## src/rtl/wb_bus_if_pkg.sv

```systemverilog
// wb_bus_if_pkg: shared state encoding, bus widths and defaults for the Wishbone bridge
package wb_bus_if_pkg;
    localparam int BUS_W = 32;
    localparam int SEL_W = 4;
    localparam int TIMEOUT_DEF = 16;
    localparam logic [BUS_W-1:0] ZERO_WORD = '0;
    typedef enum logic [1:0] {
        IDLE           = 2'd0,
        BUSY           = 2'd1,
        WAIT_FOR_STALL = 2'd2
    } state_e;
endpackage

```

## src/rtl/wb_bus_if.sv

```systemverilog
// wb_bus_if: core memory port to Wishbone B4 classic master bridge with stall request,
// read-data hold while the pipeline stays stalled, and an ack timeout.
module wb_bus_if
    import wb_bus_if_pkg::*;
#(
    parameter int TIMEOUT = TIMEOUT_DEF
) (
    input  logic             clk,
    input  logic             rst,
    input  logic [5:0]       stall_i,
    input  logic             flush_i,
    input  logic             cpu_ce_i,
    input  logic             cpu_we_i,
    input  logic [SEL_W-1:0] cpu_sel_i,
    input  logic [BUS_W-1:0] cpu_addr_i,
    input  logic [BUS_W-1:0] cpu_data_i,
    output logic [BUS_W-1:0] cpu_data_o,
    output logic             stallreq,
    output logic             bus_err_o,
    input  logic [BUS_W-1:0] wishbone_data_i,
    input  logic             wishbone_ack_i,
    output logic [BUS_W-1:0] wishbone_addr_o,
    output logic [BUS_W-1:0] wishbone_data_o,
    output logic             wishbone_we_o,
    output logic [SEL_W-1:0] wishbone_sel_o,
    output logic             wishbone_stb_o,
    output logic             wishbone_cyc_o
);
    localparam logic [7:0] LAST = 8'(TIMEOUT - 1);

    state_e state, next;
    logic [7:0] cnt;
    logic [BUS_W-1:0] rd_buf;
    logic busy, start, timeout_hit, ack, clr;

    assign busy        = state == BUSY;
    assign start       = state == IDLE && cpu_ce_i && !flush_i;
    assign timeout_hit = busy && cnt == LAST;
    assign ack         = busy && wishbone_ack_i;
    assign clr         = busy && (flush_i || wishbone_ack_i || timeout_hit);

    always_ff @(posedge clk) begin
        if (rst) state <= IDLE;
        else state <= next;
    end

    always_comb begin
        next       = state;
        stallreq   = 1'b0;
        cpu_data_o = ZERO_WORD;
        case (state)
            IDLE: begin
                stallreq = cpu_ce_i & ~flush_i;
                next     = stallreq ? BUSY : IDLE;
            end
            BUSY: begin
                stallreq   = ~wishbone_ack_i & ~flush_i & ~timeout_hit;
                cpu_data_o = (wishbone_ack_i && !wishbone_we_o && !flush_i) ? wishbone_data_i : ZERO_WORD;
                next       = flush_i ? IDLE :
                             wishbone_ack_i ? (|stall_i ? WAIT_FOR_STALL : IDLE) :
                             timeout_hit ? WAIT_FOR_STALL : BUSY;
            end
            WAIT_FOR_STALL: begin
                cpu_data_o = rd_buf;
                next       = (~|stall_i || flush_i) ? IDLE : WAIT_FOR_STALL;
            end
            default: next = IDLE;
        endcase
    end

    always_ff @(posedge clk) begin
        if (rst) begin
            wishbone_addr_o <= ZERO_WORD;
            wishbone_data_o <= ZERO_WORD;
            wishbone_we_o   <= 1'b0;
            wishbone_sel_o  <= '0;
            wishbone_stb_o  <= 1'b0;
            wishbone_cyc_o  <= 1'b0;
            rd_buf          <= ZERO_WORD;
            cnt             <= '0;
            bus_err_o       <= 1'b0;
        end else begin
            bus_err_o <= timeout_hit && !flush_i && !wishbone_ack_i;
            cnt       <= start ? 8'd0 : busy ? cnt + 8'd1 : cnt;
            if (start) begin
                wishbone_addr_o <= cpu_addr_i;
                wishbone_data_o <= cpu_data_i;
                wishbone_we_o   <= cpu_we_i;
                wishbone_sel_o  <= cpu_sel_i;
                wishbone_stb_o  <= 1'b1;
                wishbone_cyc_o  <= 1'b1;
            end else if (clr) begin
                wishbone_addr_o <= ZERO_WORD;
                wishbone_data_o <= ZERO_WORD;
                wishbone_we_o   <= 1'b0;
                wishbone_sel_o  <= '0;
                wishbone_stb_o  <= 1'b0;
                wishbone_cyc_o  <= 1'b0;
            end
            // Flush and timeout both leave nothing valid to hand back to the core
            if (busy && flush_i) rd_buf <= ZERO_WORD;
            else if (ack && !wishbone_we_o) rd_buf <= wishbone_data_i;
            else if (timeout_hit) rd_buf <= ZERO_WORD;
        end
    end
endmodule
```

## config.mk

```make
export PLATFORM = sky130hd
export DESIGN_NAME = wb_bus_if
export DESIGN_NICKNAME = d
export VERILOG_FILES = /design/src/rtl/wb_bus_if_pkg.sv /design/src/rtl/wb_bus_if.sv
export SDC_FILE = /design/constraint.sdc
export NUM_CORES = 1
export LEC_CHECK = 0
export ABC_CLOCK_PERIOD_IN_PS = 2350
export BUFFER_PORTS_ARGS = -buffer_cell sky130_fd_sc_hd__buf_2
export CAP_MARGIN = 20
export CORE_MARGIN = 10
export CORE_UTILIZATION = 47
export CTS_CLUSTER_SIZE = 30
export DETAILED_ROUTE_END_ITERATION = 10
export GPL_ROUTABILITY_DRIVEN = 0
export GPL_TIMING_DRIVEN = 0
export MAX_ROUTING_LAYER = met4
export PLACE_DENSITY = 0.9
export REMOVE_ABC_BUFFERS = 1
export SLEW_MARGIN = 15
export SYNTH_ARGS = -nofsm -noshare
export SYNTH_HDL_FRONTEND = slang
export SYNTH_SLANG_ARGS = --single-unit
```

## constraint.sdc

```tcl
create_clock -name clk -period 2.35 [get_ports clk]
set_clock_uncertainty 0.05 [all_clocks]
set_input_delay 0.3525 -clock clk [delete_from_list [all_inputs] [get_ports clk]]
set_output_delay 0.3525 -clock clk [all_outputs]
set_load 0.005 [all_outputs]
```

==> results.ini <==
[global_routing]
gr-total-overflow=0
antenna_found_initial=0
grt_max_degree=76
grt_pass1_vias=4885
track_usage_pct=21.5
grt_pass1_wl_um=24700

[clock_tree]
root_buffer=clkbuf_8
cts_max_path_buffers=2
cts_buffers=17
cts_max_level=4
clock_sinks=113
clock_latency_ns=0.50
clk_pin_slew_ns=0.06
cts_tree=yes

[sta]
fin_crit_ns=2.38
rsz0062_at_grt=true
max_freq_mhz=420
setup_violations=14
slew_headroom_pct=32.4
hold_ws_ns=0.0323
worstMarginPinSlew_ns=1.01
setup_ws_ns=-0.0311
fin_crit_sh_pct=101
finalHoldViolations=0
drv_slew=0

[floorplanning]
core-area_mm2=0.00973
initial_core_util_pct=48.1
die_w_um=120
io_pins=217
die_y_um=120
dieArea_mm2=0.0144
rows=36

[synthesis]
yosysMostFrequentCell=dfxtp_1
syn_area_mm2=0.00468
synth_warnings=0
yosysTopAreaCellShare_pct=48.3
synthTopCellsByArea=dfxtp_1 48%, a22oi_1 10%, a21oi_1 7.8%
netlist-cell-type-count=39
synth_top_cell_by_area=dfxtp_1
syn_inst=559
syn_area_per_cell_um2=8.38
ys_dominant_reg_cell=dfxtp_1
ys_seq_area_share_pct=48.3
synthTopCellsByCount=113 x dfxtp_1, 73 x a21oi_1, 73 x nand2_1
ys_seq_elements=113
synth_edf_count=0
async_flop_share_pct=0

[detailed_routing]
wirelength_um=16000
via_per_inst=5.41
postRouteAntennaNets=0
drt_iter0_drc=501
drc_errors=0
wl_met1_um=6210
wl_per_cell_um=17.5
top_layer_used=met4
first_pass_iters=5
wl_met2_um=7810
vias=4963
met3_length_um=1830

[power_and_ir_drop]
peakVddDrop_mv=0.509
p_int_mw=3.57
power.leakage_nw=2.88
power_mw=4.85
switching_share_pct=26.3
power_frac_comb_pct=10.4
p_per_area_mw_per_mm2=725
power_frac_clock_pct=47.9
netSwitchingPower_mw=1.28
seqPwrFrac_pct=41.7

[final_layout]
fin_util_pct=68.8
diodes=0
syn2layout_area_growth_pct=42.9
fin_area_mm2=0.00669
final_layout_size_suffix_gt1_share_pct=38.0
nets=889

[setup_path]
critPathKind=flip-flop to output pin
crit_path_max_fanout=16
crit_required_ns=1.95
cp-start-kind=flip-flop
arrival_ns=1.98
rr_worst_depth=11
worstSetupEndpointType=output pin

[status]
violations=setup timing
outcome=complete, but fails checks

[place]
placed_area_mm2=0.00582
numPortBuffers=216
post-place-ws_ns=-0.892
hpwl_um=10400

[hold_path]
hp-class=primary input to flip-flop
min_path_cells=3

[job]
maxCapViolCount=0

==> power groups by stage <==
stage / logic [mW] / registers, mW / clock network (mW)
after floorplan: 0.184 / 2.07 / 0
after global placement: 0.430 / 2.06 / 0
after detailed placement: 0.462 / 2.06 / 0
after CTS: 0.487 / 2.02 / 2.37
after global routing: 0.559 / 2.03 / 2.45
final: 0.505 / 2.02 / 2.32
==> per-stage QoR <==
step | std cells | TNS (ns)
2_1_floorplan | 504 | -110.21
3_3_place_gp | 853 | -274.81
3_5_place_dp | 859 | -27.87
4_1_cts | 904 | -1.43
5_1_grt | 918 | -3.43
6_report | 918 | -0.177
==> path summary, 6_finish.rpt <==
| kind | from | endpoint | slack, ns |
|---|---|---|---|
| max | state[1] | cpu_data_o[29] | -0.03 |
| min | cpu_addr_i[26] | wishbone_addr_o[26] | 0.03 |
| max reg2reg | state[1] | wishbone_data_o[21] | 0.10 |
| min reg2reg | wishbone_data_o[12] | wishbone_data_o[12] | 0.42 |
==> cell usage in the layout, fill, tap and decap left out, types with 4 or more instances in the layout <==
cell	n
a21oi_1	72
a22oi_1	63
buf_12	4
buf_2	215
buf_4	20
clkbuf_16	18
dfxtp_1	111
inv_6	7
nand2_1	72
nor2_1	40
nor2b_1	32
o21ai_0	61
o21ai_1	10
==> worst max-delay path, stage by stage, from the launching register on <==
cell and delay (ns):
dfxtp_2 0.33, inv_2 0.05, ha_4 0.16, and3b_4 0.18
buf_6 0.12, nor2b_4 0.12, buf_12 0.15, a22oi_1 0.17
nor2b_1 0.07, buf_2 0.13
==> registers in the layout (all words and copies together) (netlist names) <==
register / count
bus_err_o: 1
cnt: 8
rd_buf: 32
state: 2
wishbone_addr_o: 32
wishbone_cyc_o: 1
wishbone_data_o: 32
wishbone_sel_o: 4
wishbone_we_o: 1
==> cell families (layout without fill, tap and decap cells) <==
group | count (synthesis) | count (layout) | share of synthesized area (%)
compound gates | 213 | 213 | 26.8
flops | 113 | 113 | 48.3
simple gates | 165 | 168 | 16.7
buf+inv | 57 | 280 | 5.72
xor+xnor | 5 | 5 | 0.935
mux | 1 | 1 | 0.214
fa+ha+maj | 5 | 5 | 1.34
==> per-layer routing <==
layer,vias up,global-route usage (%)
li1,2380,-
met2,241,34.6
met1,2320,23.4
met3,22,9.99
met4,0,6.11
met5,-,-
==> area by class of cell <==
type	instances	area, µm²
clock inverters	14	119
flip-flops and latches	113	2260
repair buffers	246	1450
well taps	133	166
clock buffers	18	428
multi-input cells	392	2250
inverters	2	7.51
fillers	780	3040
==> repair_timing <==
| action | CTS | global route |
|---|---|---|
| hold buffers | 0 | 0 |
| setup endpoints to repair | 58 | 73 |
| resized for setup | 13 | 4 |
| setup buffers | 10 | 12 |
| pin swaps | 1 | 4 |
| gates cloned | 3 | 2 |
(Power assumes the default switching activity.)
